==> src/rtl/axis_frame_gen_if.sv <==
// axis_frame_gen_if: AXI-stream bundle between the frame generator and its sink
interface axis_frame_gen_if #(
  parameter int DATA_WIDTH = 8,
  parameter int KEEP_WIDTH = DATA_WIDTH / 8
);
  logic [DATA_WIDTH-1:0] tdata;
  logic [KEEP_WIDTH-1:0] tkeep;
  logic                  tvalid;
  logic                  tlast;
  logic                  tuser;
  logic                  tready;
  modport master (output tdata, tkeep, tvalid, tlast, tuser, input tready);
  modport slave  (input tdata, tkeep, tvalid, tlast, tuser, output tready);
endinterface

==> src/rtl/axis_frame_gen.sv <==
// axis_frame_gen: emits runs of counting-pattern AXI-stream frames with gaps, error marking and abort
module axis_frame_gen #(
  parameter int DATA_WIDTH = 8,
  parameter int KEEP_WIDTH = DATA_WIDTH / 8,
  parameter int LEN_WIDTH  = 16,
  parameter int CNT_WIDTH  = 16
) (
  input  logic                  clk,
  input  logic                  rst_n,
  input  logic                  start,
  input  logic                  abort,
  input  logic [LEN_WIDTH-1:0]  cfg_len,
  input  logic [CNT_WIDTH-1:0]  cfg_count,
  input  logic [7:0]            cfg_gap,
  input  logic [DATA_WIDTH-1:0] cfg_seed,
  input  logic [CNT_WIDTH-1:0]  cfg_bad_period,
  axis_frame_gen_if.master      m_axis,
  output logic                  busy,
  output logic                  done,
  output logic [CNT_WIDTH-1:0]  frames_sent
);
  typedef enum logic [1:0] {IDLE, SEND, GAP, DONE} state_t;
  state_t state, state_n;
  logic [LEN_WIDTH-1:0]  len_r, len_a, beat, nb;
  logic [CNT_WIDTH-1:0]  cnt_r, bad_r, bad_a, bad_ctr, nbc, fs_inc;
  logic [DATA_WIDTH-1:0] seed_r, seed_a;
  logic [7:0]            gap_r, gap_cnt;
  logic                  idle, hs, last_hs, last_n, user_n;
  assign m_axis.tkeep = '1;
  // In IDLE the live cfg inputs stand in for the latched copies so the first beat is ready on the start edge
  always_comb begin
    idle    = state == IDLE;
    len_a   = idle ? (cfg_len == '0 ? LEN_WIDTH'(1) : cfg_len) : len_r;
    seed_a  = idle ? cfg_seed : seed_r;
    bad_a   = idle ? cfg_bad_period : bad_r;
    hs      = state == SEND && m_axis.tready;
    last_hs = hs && m_axis.tlast;
    fs_inc  = frames_sent + CNT_WIDTH'(1);
    state_n = state;
    unique case (state)
      IDLE:    state_n = !start ? IDLE : cfg_count != '0 ? SEND : DONE;
      SEND:    state_n = !last_hs ? SEND : (fs_inc == cnt_r || abort) ? DONE : gap_r == '0 ? SEND : GAP;
      GAP:     state_n = abort ? DONE : gap_cnt == 8'd1 ? SEND : GAP;
      default: state_n = IDLE;
    endcase
    nb      = (state != SEND || last_hs) ? '0 : beat + LEN_WIDTH'(hs);
    nbc     = idle ? '0 : !last_hs ? bad_ctr : bad_ctr == bad_r - CNT_WIDTH'(1) ? '0 : bad_ctr + CNT_WIDTH'(1);
    last_n  = nb == len_a - LEN_WIDTH'(1);
    user_n  = last_n && bad_a != '0 && nbc == bad_a - CNT_WIDTH'(1);
  end
  always_ff @(posedge clk or negedge rst_n)
    if (!rst_n) state <= IDLE;
    else state <= state_n;
  always_ff @(posedge clk or negedge rst_n) begin
    if (!rst_n) begin
      len_r         <= '0;
      cnt_r         <= '0;
      gap_r         <= '0;
      seed_r        <= '0;
      bad_r         <= '0;
      beat          <= '0;
      bad_ctr       <= '0;
      gap_cnt       <= '0;
      frames_sent   <= '0;
      m_axis.tdata  <= '0;
      m_axis.tvalid <= 1'b0;
      m_axis.tlast  <= 1'b0;
      m_axis.tuser  <= 1'b0;
      busy          <= 1'b0;
      done          <= 1'b0;
    end else begin
      if (idle && start) begin
        len_r       <= len_a;
        cnt_r       <= cfg_count;
        gap_r       <= cfg_gap;
        seed_r      <= cfg_seed;
        bad_r       <= cfg_bad_period;
        frames_sent <= '0;
      end else if (last_hs) begin
        frames_sent <= fs_inc;
      end
      beat          <= nb;
      bad_ctr       <= nbc;
      gap_cnt       <= state == GAP ? gap_cnt - 8'd1 : gap_r;
      m_axis.tvalid <= state_n == SEND;
      m_axis.tlast  <= state_n == SEND && last_n;
      m_axis.tuser  <= state_n == SEND && user_n;
      if (state_n == SEND) m_axis.tdata <= seed_a + DATA_WIDTH'(nb);
      busy          <= state_n != IDLE;
      done          <= state_n == DONE;
    end
  end
endmodule

==> src/flat_wrapper.sv <==
// flat-port wrapper written by rule: the top's interface ports become plain ports
module axis_frame_gen_flat 
#(
  parameter int DATA_WIDTH = 8,
  parameter int KEEP_WIDTH = DATA_WIDTH / 8,
  parameter int LEN_WIDTH  = 16,
  parameter int CNT_WIDTH  = 16
)
  (clk, rst_n, start, abort, cfg_len, cfg_count, cfg_gap, cfg_seed, cfg_bad_period, busy, done, frames_sent, m_axis_tdata, m_axis_tkeep, m_axis_tvalid, m_axis_tlast, m_axis_tuser, m_axis_tready);
  axis_frame_gen_if #(.DATA_WIDTH(DATA_WIDTH), .KEEP_WIDTH(KEEP_WIDTH)) m_axis_i ();
  input  logic clk;
  input  logic rst_n;
  input  logic start;
  input  logic abort;
  input  logic [LEN_WIDTH-1:0] cfg_len;
  input  logic [CNT_WIDTH-1:0] cfg_count;
  input  logic [7:0] cfg_gap;
  input  logic [DATA_WIDTH-1:0] cfg_seed;
  input  logic [CNT_WIDTH-1:0] cfg_bad_period;
  output logic busy;
  output logic done;
  output logic [CNT_WIDTH-1:0] frames_sent;
  output wire logic [$bits(m_axis_i.tdata)-1:0] m_axis_tdata;
  output wire logic [$bits(m_axis_i.tkeep)-1:0] m_axis_tkeep;
  output wire logic [$bits(m_axis_i.tvalid)-1:0] m_axis_tvalid;
  output wire logic [$bits(m_axis_i.tlast)-1:0] m_axis_tlast;
  output wire logic [$bits(m_axis_i.tuser)-1:0] m_axis_tuser;
  input wire logic [$bits(m_axis_i.tready)-1:0] m_axis_tready;
  assign m_axis_tdata = m_axis_i.tdata;
  assign m_axis_tkeep = m_axis_i.tkeep;
  assign m_axis_tvalid = m_axis_i.tvalid;
  assign m_axis_tlast = m_axis_i.tlast;
  assign m_axis_tuser = m_axis_i.tuser;
  assign m_axis_i.tready = m_axis_tready;
  axis_frame_gen #(.DATA_WIDTH(DATA_WIDTH), .KEEP_WIDTH(KEEP_WIDTH), .LEN_WIDTH(LEN_WIDTH), .CNT_WIDTH(CNT_WIDTH)) u_core (.clk(clk), .rst_n(rst_n), .start(start), .abort(abort), .cfg_len(cfg_len), .cfg_count(cfg_count), .cfg_gap(cfg_gap), .cfg_seed(cfg_seed), .cfg_bad_period(cfg_bad_period), .m_axis(m_axis_i), .busy(busy), .done(done), .frames_sent(frames_sent));
endmodule
==> config.mk <==
export PLATFORM = sky130hd
export DESIGN_NAME = axis_frame_gen_flat
export DESIGN_NICKNAME = d
export VERILOG_FILES = /design/src/rtl/axis_frame_gen_if.sv /design/src/rtl/axis_frame_gen.sv /design/src/flat_wrapper.sv
export SDC_FILE = /design/constraint.sdc
export NUM_CORES = 1
export LEC_CHECK = 0
export BUFFER_PORTS_ARGS = -buffer_cell sky130_fd_sc_hd__buf_2
export CAP_MARGIN = 20
export CELL_PAD_IN_SITES_DETAIL_PLACEMENT = 1
export CELL_PAD_IN_SITES_GLOBAL_PLACEMENT = 1
export CORE_UTILIZATION = 50
export DETAILED_ROUTE_END_ITERATION = 10
export PLACE_DENSITY = 0.94
export SLEW_MARGIN = 20
export SYNTH_ARGS = -nofsm -noshare
export SYNTH_HDL_FRONTEND = slang
export SYNTH_SLANG_ARGS = --single-unit
==> constraint.sdc <==
create_clock -name clk -period 14.7 [get_ports clk]
set_input_delay 4.41 -clock clk [delete_from_list [all_inputs] [get_ports clk]]
set_output_delay 4.41 -clock clk [all_outputs]
set_load 0.02 [all_outputs]
Word-level counts from Yosys, hierarchy flattened
Index checks and enable logic that the tools add are counted.
{"block": "classes", "add_sub_neg": 8, "eq_ne": 10, "muxes": 19, "n_reduce_logical": 16}
{"cell": "16-bit 2-to-1 mux", "n": 9}
{"cell": "16-bit equality test", "n": 4}
{"cell": "16-bit by 1-bit subtractor with 16-bit output, second input constant", "n": 3}
{"cell": "16-bit by 1-bit adder with 16-bit output, second input constant", "n": 2}
{"cell": "16-bit nonzero test", "n": 2}
{"cell": "16-bit by 1-bit adder with 16-bit output", "n": 1}
{"cell": "16-bit logical NOT", "n": 1}
{"cell": "8-bit 2-to-1 mux", "n": 2}
{"cell": "2-bit 2-to-1 mux", "n": 7}
{"cell": "8-bit adder", "n": 1}
{"cell": "8-bit by 1-bit equality test with 1-bit output, second input constant", "n": 1}
{"cell": "8-bit logical NOT", "n": 1}
{"cell": "8-bit by 1-bit subtractor with 8-bit output, second input constant", "n": 1}
{"cell": "1-bit logical AND", "n": 7}
{"cell": "2-bit one-hot mux with 3 select lines", "n": 1}
{"cell": "2-bit by 1-bit equality test with 1-bit output, second input constant", "n": 2}
{"cell": "2-bit equality test, second input constant", "n": 2}
{"cell": "2-bit nonzero test", "n": 2}
{"cell": "2-bit logical NOT", "n": 1}
{"cell": "1-bit logical OR", "n": 2}
{"cell": "2-bit by 1-bit inequality test with 1-bit output, second input constant", "n": 1}
{"block": "word_totals", "ff_bits": 135, "in_bits": 69, "output_inout_bits": 30, "elab_cells": 69}

Logic depth before layout (Yosys ltp)
Gate-level depths: netlist of run 1.
{"block": "depth", "word_depth": 9, "mapped_depth": 19}

Worst setup path after synthesis of run 1
OpenSTA, ideal clock, no wires.
{"block": "synth_path", "kind": "input to register", "from": "input cfg_len[6]", "to": "register u_core.m_axis.tuser", "setup_ps": 107, "t_arrival_ps": 7690, "t_required_ps": 14593, "path_slack_ps": 6903, "path_stages": 16, "path_buffers": 0, "cell_sequence": "nor3_1 nand4_1 o31a_1 nand2_1 o21ai_0 ha_1 nor4b_1 nand3_1 a211oi_1 xor2_1 xnor2_1 or4_1 nor4_1 and4_1 nand4_1 a2111oi_4"}
{"block": "synth_via", "elab_chain_len": 8}
{"element": "from (decl)", "line": "flat_wrapper.sv:15", "text": "input logic [LEN_WIDTH-1:0] cfg_len;"}
{"element": "16-bit logical NOT", "line": "axis_frame_gen.sv:33", "text": "len_a = idle ? (cfg_len == '0 ? LEN_WIDTH'(1) : cfg_len) : len_r;"}
{"element": "16-bit 2-to-1 mux (*) (2 in a row)", "line": "axis_frame_gen.sv:33"}
{"element": "16-bit by 1-bit subtractor with 16-bit output (*)", "line": "axis_frame_gen.sv:48", "text": "last_n = nb == len_a - LEN_WIDTH'(1);"}
{"element": "16-bit equality test (*)", "line": "axis_frame_gen.sv:48"}
{"element": "1-bit logical AND (*) (2 in a row)", "line": "axis_frame_gen.sv:49", "text": "user_n = last_n && bad_a != '0 && nbc == bad_a - CNT_WIDTH'(1);"}
{"element": "1-bit logical AND (*)", "line": "axis_frame_gen.sv:87", "text": "m_axis.tuser <= state_n == SEND && user_n;"}
{"element": "to (signal assigned)", "line": "axis_frame_gen.sv:87"}
{"element": "to (decl)", "line": "axis_frame_gen_if.sv:12", "text": "modport master (output tdata, tkeep, tvalid, tlast, tuser, input tready);"}
Every way passes the cells marked *; elsewhere a longest branch is shown, timed or not.
A chain may end at the register's enable or synchronous reset.

Worst setup path in the final report of run 1
{"block": "layout_path", "from": "input cfg_len[3]", "to": "register u_core.m_axis.tuser"}
Same word-level chain as after synthesis.

==> impl_metrics.yaml, run 1 <==
synth:
  synth_top_area_cell: "dfrtp_1"
  ys_top_cells_by_count: "dfrtp_1, nand2_1, xnor2_1"
  synth_fp_nets: 1071
  synth_top_area_share_pct: 37.3
  synthFlopType: "dfrtp_1"
  synth_compound_area_share_pct: 11.4
  synth_area_leaders: "dfrtp_1, mux2_2, xnor2_1"
  synth-async-reset-ratio_pct: 100
  synth_xor_area_share_pct: 12.7
  yosys.area_share.simple_pct: 21.1
  synth_edf_count: 0
  synth_cells: 985
  synth_area_um2: 9060
  synthAdderAreaFrac_pct: 2.43
  ys_seq_elements: 135
  synth_mux_area_share_pct: 11.8
  synth_top_family_by_area: "simple AND/OR/NAND/NOR gates"
  avgSynthCellArea_um2: 9.20
  ys_types: 65
  ys_seq_area_share_pct: 37.3
  yosysWarnings: 0
  post-synth-top-count-cell: "dfrtp_1"
power_and_ir_drop:
  powerDensity_nw_per_um2: 191
  p_leak_nw: 4.50
  vdd_drop_max_uv: 119
routing:
  drt_iter0_markers: 585
  dr.pass1.iters: 4
  viasPerCell: 6.58
  drc_errors: 0
  ant_nets: 0
  avgRoutedWirePerCell_um: 24.2
  wl_um: 31300
  vias: 8511
floorplanning:
  die_area_um2: 18700
  ios: 99
  initial_utilization_pct: 51.8
  core_um2: 17500
  fp-row-count: 48
  die_x_um: 137
  fp.dieH_um: 137
timing:
  setup_viol: 0
  finalCriticalPeriod_ps: 8660
  worstMarginPinSlew_ps: 1240
  setup_tns_ps: 0
  fmaxAchievable_mhz: 115
  hold_violations: 0
  rsz0062_at_grt: "false"
  fin_crit_sh_pct: 58.9
  slew_headroom_pct: 17.3
  slew_violations: 0
  finClkSkew_ps: 8.27
clock_network:
  postCtsHoldBufs: 0
  numClockSinks: 135
  cts_buffers: 17
  cts_setup_buffers: 0
  clkTransAtPathRegs_ps: 60
  cts_resized: 0
  clk_path_buf_depth: 2
  tritoncts: "built"
  cts-root-buf: "clkbuf_16"
  worstSkewPairLatency_ps: 440
  htree_levels: 4
critical_path:
  startpoint_type: "input port"
  cp.arrival_ps: 9000
  critical_path_class: "input port to flip-flop"
  end_kind: "flip-flop"
  cp_max_fo: 7
  r2r_cells: 14
  cp_data_required_time_ps: 15030
place:
  io_buffers: 97
  gp_congestion: 0.891
  hpwl_um: 21100
global_routing:
  grt_util_all_layers_pct: 35.4
  gr-total-overflow: 0
  antenna_found_initial: 1
  grt_pass1_vias: 9138
  grt_max_degree: 79
  grt_pass1_wl_um: 49800
hold_path:
  hp-class: "flip-flop to flip-flop"
  hold_depth: 1
status:
  status: "complete, no violations"
finish:
  syn_to_final_growth_pct: 13.9
  layout-drive-gt1-share_pct: 20.0
  nets: 1139
  fill_cells: 2012
  final_util_pct: 59.0
job:
  maxCapViolCount: 0
## where the power goes
| group | internal (mW) | switching (mW) |
|---|---|---|
| Sequential | 0.488 | 0.159 |
| Combinational | 0.377 | 0.483 |
| Clock | 0.274 | 0.194 |
| Total | 1.14 | 0.836 |
## area by class of cell
| type | instances | area (µm²) | area share [%] |
|---|---|---|---|
| inverters | 23 | 86.3 | 0.837 |
| clock inverters | 15 | 208 | 2.01 |
| diodes | 2 | 5.00 | 0.0485 |
| clock buffers | 17 | 425 | 4.12 |
| repair buffers | 103 | 537 | 5.20 |
| well taps | 225 | 282 | 2.73 |
| multi-input cells | 773 | 5400 | 52.3 |
| flip-flops and latches | 135 | 3380 | 32.7 |
## metrics by stage
| stage | instances | area, µm² | hold WS [ps] | worst slack (ps) | total power, mW |
|---|---|---|---|---|---|
| floorplan | 985 | 9060 | 468 | 6900 | 1.20 |
| global placement | 1259 | 9680 | 486 | 6110 | 1.38 |
| detailed placement | 1259 | 9680 | 501 | 5730 | 1.46 |
| CTS | 1291 | 10300 | 514 | 6120 | 1.96 |
| global route | 1292 | 10300 | 533 | 5730 | 2.07 |
| finish | 1293 | 10300 | 513 | 6040 | 1.97 |
## state kept, by name, summed over array words and instances, names as in the netlist
register	cells
u_core.cnt_r	16
u_core.beat	16
u_core.gap_r	8
u_core.m_axis.tuser	1
u_core.frames_sent	16
u_core.bad_r	16
u_core.m_axis.tdata	8
u_core.m_axis.tvalid	1
u_core.busy	1
u_core.state	2
u_core.gap_cnt	8
u_core.seed_r	8
u_core.m_axis.tlast	1
u_core.done	1
u_core.bad_ctr	16
u_core.len_r	16
## metal layers
layer | track usage, % | wire (µm) | vias up
li1 | - | - | 3700
met1 | 41.5 | 12300 | 4320
met2 | 61.4 | 15700 | 379
met3 | 7.22 | 2000 | 112
met4 | 17.6 | 1360 | 0
met5 | 0 | 0 | -
## placed cells by master, fill, tap and decap left out, types with 4 or more instances in the layout
master / count
a21oi_1: 31
nor4_1: 31
xor2_1: 47
nand4_1: 25
ha_1: 16
buf_2: 96
or4_1: 12
mux2_2: 68
or3_1: 10
o22ai_1: 5
nor4b_1: 8
o31ai_1: 16
nor2b_1: 9
nand3_1: 33
and3_1: 9
a31oi_1: 10
o21ai_1: 4
o211ai_1: 6
nor3_1: 32
clkbuf_16: 17
dfrtp_1: 135
buf_4: 6
nor3b_1: 6
and4_1: 7
nor2_1: 75
a21o_1: 8
inv_1: 23
inv_6: 4
o21ai_0: 49
nand2b_1: 7
xnor2_1: 79
mux2i_1: 30
nand2_1: 85
a211oi_1: 5
## worst max-delay path, cell delays in order
cell and delay, ps:
buf_2 150, nor3_1 130, nand4_1 240, o31a_1 190, nand2_1 90, o21ai_0 130, ha_1 290, nor4b_1 800
nand3_1 260, a211oi_1 310, xor2_1 210, xnor2_1 80, or4_1 520, nor4_1 440, and4_1 290, nand4_1 140
a2111oi_4 310
## cell families (layout without fill, tap and decap cells)
group	after synthesis	in the layout
buffers and inverters	77	158
other	1	3
xor gates and xnor gates	128	128
DFF	135	135
AOI/OAI and AO/OA	161	161
and+or+nand+nor	368	368
adders and majority gates	17	17
muxes	98	98
## path summary, 6_finish.rpt
path                                       start                  end  slack (ps)
worst max-delay path                  cfg_len[3]  u_core.m_axis.tuser        6040
worst min-delay path            u_core.len_r[14]     u_core.len_r[14]         510
worst min register to register  u_core.len_r[14]     u_core.len_r[14]         510
min in group asynchronous                  rst_n    u_core.gap_cnt[2]        4010
max in group asynchronous                  rst_n     u_core.bad_r[10]        9350
worst max register to register   u_core.state[1]  u_core.m_axis.tuser        9600
(Power assumes the default switching activity.)
==> run 2: changes to the inputs <==
- CORE_UTILIZATION: 50 -> 46
- PLACE_DENSITY: 0.94 -> 0.88
- clock period: 14.7 -> 8.35 ns (I/O delays scaled with it)
==> run 2 against run 1 <==
Via count is 4.0% lower. Register-to-register slack worse by 6100 ps. Sequential power is 72% higher. Cell area hardly changed. Highest routed layer unchanged.
==> impl_metrics.yaml, run 2 (synthesized netlist as in run 1, its figures left out) <==
status:
  status: "complete, no violations"
finish:
  mostFrequentLayoutCell: "dfrtp_1"
  final_cell_mix: "dfrtp_1, buf_2, nand2_1"
  layout-drive-gt1-share_pct: 19.9
  fin_cells: 1328
  final_area_um2: 10300
  syn_to_final_growth_pct: 14.0
  nets: 1139
  final_util_pct: 54.3
power_and_ir_drop:
  vdd_drop_max_uv: 163
  p_int_mw: 1.98
  seqPwrFrac_pct: 33.2
  netSwitchingFraction_pct: 41.0
  p_leak_nw: 4.49
  powerDensity_nw_per_um2: 324
  pwr-share-clk_pct: 23.3
  power.net_switching_mw: 1.37
  combPwrFrac_pct: 43.4
  power.total_mw: 3.35
clock_network:
  clkTransAtPathRegs_ps: 70
  clk_path_buf_depth: 2
  htree_levels: 4
  postCtsHoldBufs: 0
  worstSkewPairLatency_ps: 430
  cts_setup_buffers: 0
  numClockSinks: 135
  tritoncts: "built"
  cts-root-buf: "clkbuf_16"
  cts_buffers: 17
  cts_resized: 0
critical_path:
  r2r_start: "u_core.state[1]"
  critical_path_class: "input port to flip-flop"
  cp_max_fo: 7
  reg2reg_setup_slack_ps: 3470
  cp.arrival_ps: 6910
  startpoint_type: "input port"
  regToRegEndpoint: "u_core.m_axis.tuser"
  endpoint: "u_core.m_axis.tuser"
  cp_data_required_time_ps: 8680
  end_kind: "flip-flop"
  cp-startpoint: "cfg_len[3]"
  r2r_cells: 14
routing:
  drt_iter0_markers: 553
  ant_nets: 0
  dr.pass1.iters: 6
  avgRoutedWirePerCell_um: 21.8
  viasPerCell: 6.15
  wl_um: 29000
  drc_errors: 0
  vias: 8170
hold_path:
  hp-class: "flip-flop to flip-flop"
  hold_depth: 1
timing:
  timing.hold.ws_ps: 504
  fin_crit_sh_pct: 78.8
  worstMarginPinSlew_ps: 1120
  fmaxAchievable_mhz: 152
  hold_violations: 0
  finalCriticalPeriod_ps: 6580
  rsz0062_at_grt: "false"
  finClkSkew_ps: 8.45
  slew_violations: 0
  setup_viol: 0
  setup_tns_ps: 0
  setup_ws_ps: 1770
  slew_headroom_pct: 25.4
place:
  dp.cells: 1294
  dp_slack_ps: 1450
  place_area_um2: 9730
  gp_congestion: 0.888
  io_buffers: 97
  hpwl_um: 19500
global_routing:
  grt_max_degree: 77
  gr-total-overflow: 0
  grt_pass1_wl_um: 46800
  grt_util_all_layers_pct: 29.9
  antenna_found_initial: 2
  grt_pass1_vias: 8641
job:
  maxCapViolCount: 0
floorplanning:
  die_x_um: 142
  ios: 99
  core_um2: 19000
  fp.dieH_um: 142
  initial_utilization_pct: 47.6
  fp-row-count: 50
  die_area_um2: 20300
-- run 2: cell type report --
| class | instances | area (µm²) |
|---|---|---|
| fill | 2258 | 8690 |
| clock inverter | 12 | 141 |
| tap | 260 | 325 |
| multi-input combinational | 773 | 5400 |
| antenna | 2 | 5.00 |
| clock buffer | 20 | 457 |
| sequential | 135 | 3380 |
| timing repair buffer | 103 | 537 |
| inverter | 23 | 86.3 |
-- run 2: power by group through the flow --
stage               clock network, mW  logic [mW]  registers (mW)
floorplan                           0        1.10            1.02
global placement                    0        1.33            1.10
detailed placement                  0        1.40            1.11
CTS                             0.790        1.44            1.11
global route                    0.814        1.59            1.14
finish                          0.782        1.46            1.11
-- run 2: per-layer routing --
| layer | wire, µm | vias up | GRT usage (%) |
|---|---|---|---|
| met5 | 0 | - | 0 |
| met2 | 14300 | 291 | 50.4 |
| li1 | - | 3704 | - |
| met3 | 1720 | 62 | 6.56 |
| met4 | 789 | 0 | 10.5 |
| met1 | 12200 | 4113 | 37.6 |
-- run 2: worst max-delay path, cell delays in order --
cell       delay (ps)
buf_2             160
nor3_1            140
nand4_1           240
o31a_1            180
nand2_1            80
o21ai_0           120
ha_1              270
nor4b_1           730
nand3_1           250
a211oi_1          360
xor2_1            240
xnor2_1            80
or4_1             530
nor4_1            350
and4_1            260
nand4_1           140
a2111oi_4         290
-- run 2: worst min-delay path by stage --
stage / start / to / slack, ps
2_1_floorplan: u_core.gap_r[1] / u_core.gap_cnt[1] / 470
3_3_place_gp: u_core.gap_r[3] / u_core.gap_cnt[3] / 480
3_5_place_dp: u_core.m_axis.tdata[0] / u_core.m_axis.tdata[0] / 490
4_1_cts: u_core.m_axis.tdata[0] / u_core.m_axis.tdata[0] / 510
5_1_grt: u_core.len_r[14] / u_core.len_r[14] / 530
6_report: u_core.m_axis.tdata[6] / u_core.m_axis.tdata[6] / 500
==> run 3: changes to the inputs <==
- ABC_AREA: not set -> 1
- CORE_UTILIZATION: 46 -> 43
- clock period: 8.35 -> 6.4 ns (I/O delays scaled with it)
==> run 3 against run 2 <==
Area after synthesis up 2.7%. Cell area up 2.4%. Cell count up 31%. Worst hold slack worse by 19 ps. Power up 48%. Clock power up 29%. Largest cell class unchanged. Highest routed layer is now met5.
==> impl_metrics.yaml, run 3 <==
critical_path:
  cp_data_required_time_ps: 6740
  reg2reg_setup_slack_ps: 2430
  slowest_stage: "nor3_1"
  startpoint_type: "input port"
  cp.depth: 21
  cp-startpoint: "m_axis_tready"
  critPathTopFamily: "simple AND/OR/NAND/NOR gates"
  cp_cell_sequence: "buf_2, inv_1, nor2_1, ha_1, ha_1, nand2_1, nor2_1, nand2_1, nor2_1, nand2_1, nand3_1, inv_1, nand2_1, nand2_1, nand2_1, nand3_1, nor2_1, nand3_1, nor3_1, nand3_1, nor3_2"
  end_kind: "flip-flop"
  path_buf_inv: 3
  regToRegEndpoint: "u_core.m_axis.tuser"
  r2r_start: "u_core.state[1]"
  crit_top_cell: "nand2_1"
  cp.arrival_ps: 4990
  r2r_cells: 19
  endpoint: "u_core.m_axis.tuser"
  critical_path_class: "input port to flip-flop"
  max_stage_delay_ps: 350
  cp_max_fo: 6
global_routing:
  grt_max_degree: 98
  grt_pass1_vias: 9486
  grt_pass1_wl_um: 48000
  grt_util_all_layers_pct: 27.4
  antenna_found_initial: 1
  gr-total-overflow: 0
timing:
  setup_ws_ps: 1750
  worstMarginPinSlew_ps: 993
  finClkSkew_ps: 12.2
  fmaxAchievable_mhz: 215
  setup_tns_ps: 0
  finalCriticalPeriod_ps: 4650
  rsz0062_at_grt: "false"
  slew_violations: 0
  hold_violations: 0
  fin_crit_sh_pct: 72.6
  slew_headroom_pct: 33.4
  setup_viol: 0
synth:
  post-synth-top-count-cell: "nand2_1"
  yosys.area_share.simple_pct: 34.9
  ys_top_cells_by_count: "nand2_1, inv_1, dfrtp_1"
  ys_seq_elements: 135
  synth_fp_nets: 1458
  ys_types: 47
  avgSynthCellArea_um2: 6.78
  synth_edf_count: 0
  synth_compound_area_share_pct: 9.52
  synth-async-reset-ratio_pct: 100
  synth_xor_area_share_pct: 6.52
  synth_top_family_by_area: "simple AND/OR/NAND/NOR gates"
  ys_seq_area_share_pct: 36.3
  synth_top_area_cell: "dfrtp_1"
  synthFlopType: "dfrtp_1"
  synth_area_um2: 9310
  synthAdderAreaFrac_pct: 2.37
  synth_area_leaders: "dfrtp_1, nand2_1, inv_1"
  synth_mux_area_share_pct: 0.108
  yosysWarnings: 0
  synth_cells: 1372
  synth_top_area_share_pct: 36.3
place:
  dp_slack_ps: 1530
  hpwl_um: 21300
  dp.cells: 1715
  gp_congestion: 0.885
  io_buffers: 97
clock_network:
  cts_setup_buffers: 0
  worstSkewPairLatency_ps: 430
  htree_levels: 4
  postCtsHoldBufs: 0
  cts-root-buf: "clkbuf_16"
  clkTransAtPathRegs_ps: 60
  cts_buffers: 17
  cts_resized: 0
  numClockSinks: 135
  tritoncts: "built"
  clk_path_buf_depth: 2
routing:
  viasPerCell: 5.30
  wl_um: 28800
  drt_iter0_markers: 555
  dr.pass1.iters: 5
  drc_errors: 0
  avgRoutedWirePerCell_um: 16.5
  ant_nets: 0
  vias: 9232
finish:
  layout-drive-gt1-share_pct: 12.5
  seq_area_um2: 3380
  num_antenna_cells: 0
  nets: 1545
  fill_cells: 2829
  syn_to_final_growth_pct: 13.6
  fin_cells: 1743
  final_cell_mix: "nand2_1, inv_1, dfrtp_1"
  multiInputGateArea_um2: 4970
  mostFrequentLayoutCell: "nand2_1"
floorplanning:
  fp-row-count: 53
  initial_utilization_pct: 44.1
  fp.dieH_um: 149
  core_um2: 21100
  die_x_um: 149
  ios: 99
  die_area_um2: 22200
status:
  status: "complete, no violations"
power_and_ir_drop:
  powerDensity_nw_per_um2: 468
  p_int_mw: 2.65
  vdd_drop_max_uv: 186
  seqPwrFrac_pct: 28.8
  combPwrFrac_pct: 50.9
  pwr-share-clk_pct: 20.3
  power.net_switching_mw: 2.29
  p_leak_nw: 5.53
  netSwitchingFraction_pct: 46.4
hold_path:
  hp-class: "flip-flop to flip-flop"
job:
  maxCapViolCount: 0
## run 3: cell type report
class / count / share of cell area [%]
Clock buffer: 17 / 4.02
Clock inverter: 11 / 1.44
Inverter: 205 / 7.28
Multi-Input combinational cell: 998 / 47.0
Sequential cell: 135 / 32.0
Tap cell: 275 / 3.25
Timing Repair Buffer: 102 / 5.01
## run 3: per-layer routing
layer | wire length (µm) | global-route usage (%)
met1 | 12900 | 35.8
met2 | 14400 | 47.0
met3 | 986 | 4.22
met4 | 489 | 7.45
met5 | 13 | 0
## run 3: worst min path at each step
stage                                       from                endpoint  slack, ps  cells after the start
final                     u_core.m_axis.tdata[4]  u_core.m_axis.tdata[4]        480                      2
after global routing            u_core.seed_r[6]        u_core.seed_r[6]        510                      2
after CTS                 u_core.m_axis.tdata[4]  u_core.m_axis.tdata[4]        490                      2
after detailed placement  u_core.m_axis.tdata[4]  u_core.m_axis.tdata[4]        470                      2
after global placement    u_core.m_axis.tdata[1]  u_core.m_axis.tdata[1]        460                      2
after floorplan                 u_core.seed_r[7]        u_core.seed_r[7]        450                      2
## run 3: stage by stage
step / total power [mW] / cell area, µm² / util, % / hold slack, ps
after floorplan: 3.24 / 9310 / - / 448
after global placement: 3.77 / 9990 / 47.4 / 463
after detailed placement: 3.91 / 9990 / 47.4 / 473
after CTS: 4.95 / 10600 / 50.1 / 488
after global routing: 5.35 / 10600 / 50.1 / 508
final: 4.94 / 10600 / 50.1 / 484
## run 3: logic make-up (layout without fill, tap and decap cells)
group                    count (synthesis)  count (layout)
other                                    1               1
XOR/XNOR                                63              63
flip-flops                             135             135
AO/OA/AOI/OAI                          160             160
multiplexers                             1               1
AND/OR/NAND/NOR                        756             756
buffers and inverters                  239             335
adder cells (fa/ha/maj)                 17              17
## run 3: worst reg2reg max path, cell delays in order, from the launching register on
cell and delay (ps):
dfrtp_1 430, nor2_4 610, buf_4 510, nand2_1 250
o21ai_2 140, inv_1 70, ha_1 200, inv_1 60
nor2_1 50, nand2_1 140, nor2_2 100, nand2_1 100
inv_1 50, nand2_1 50, o21ai_0 70, nor2_1 160
nand3_1 90, nor3_1 380, nand3_1 220, nor3_2 210
## run 3: power groups by stage
stage               combinational [mW]  clock (mW)  sequential (mW)
floorplan                         1.82           0             1.42
global placement                  2.36           0             1.41
detailed placement                2.48           0             1.43
CTS                               2.52        1.01             1.42
global route                      2.84        1.05             1.46
finish                            2.52        1.01             1.42
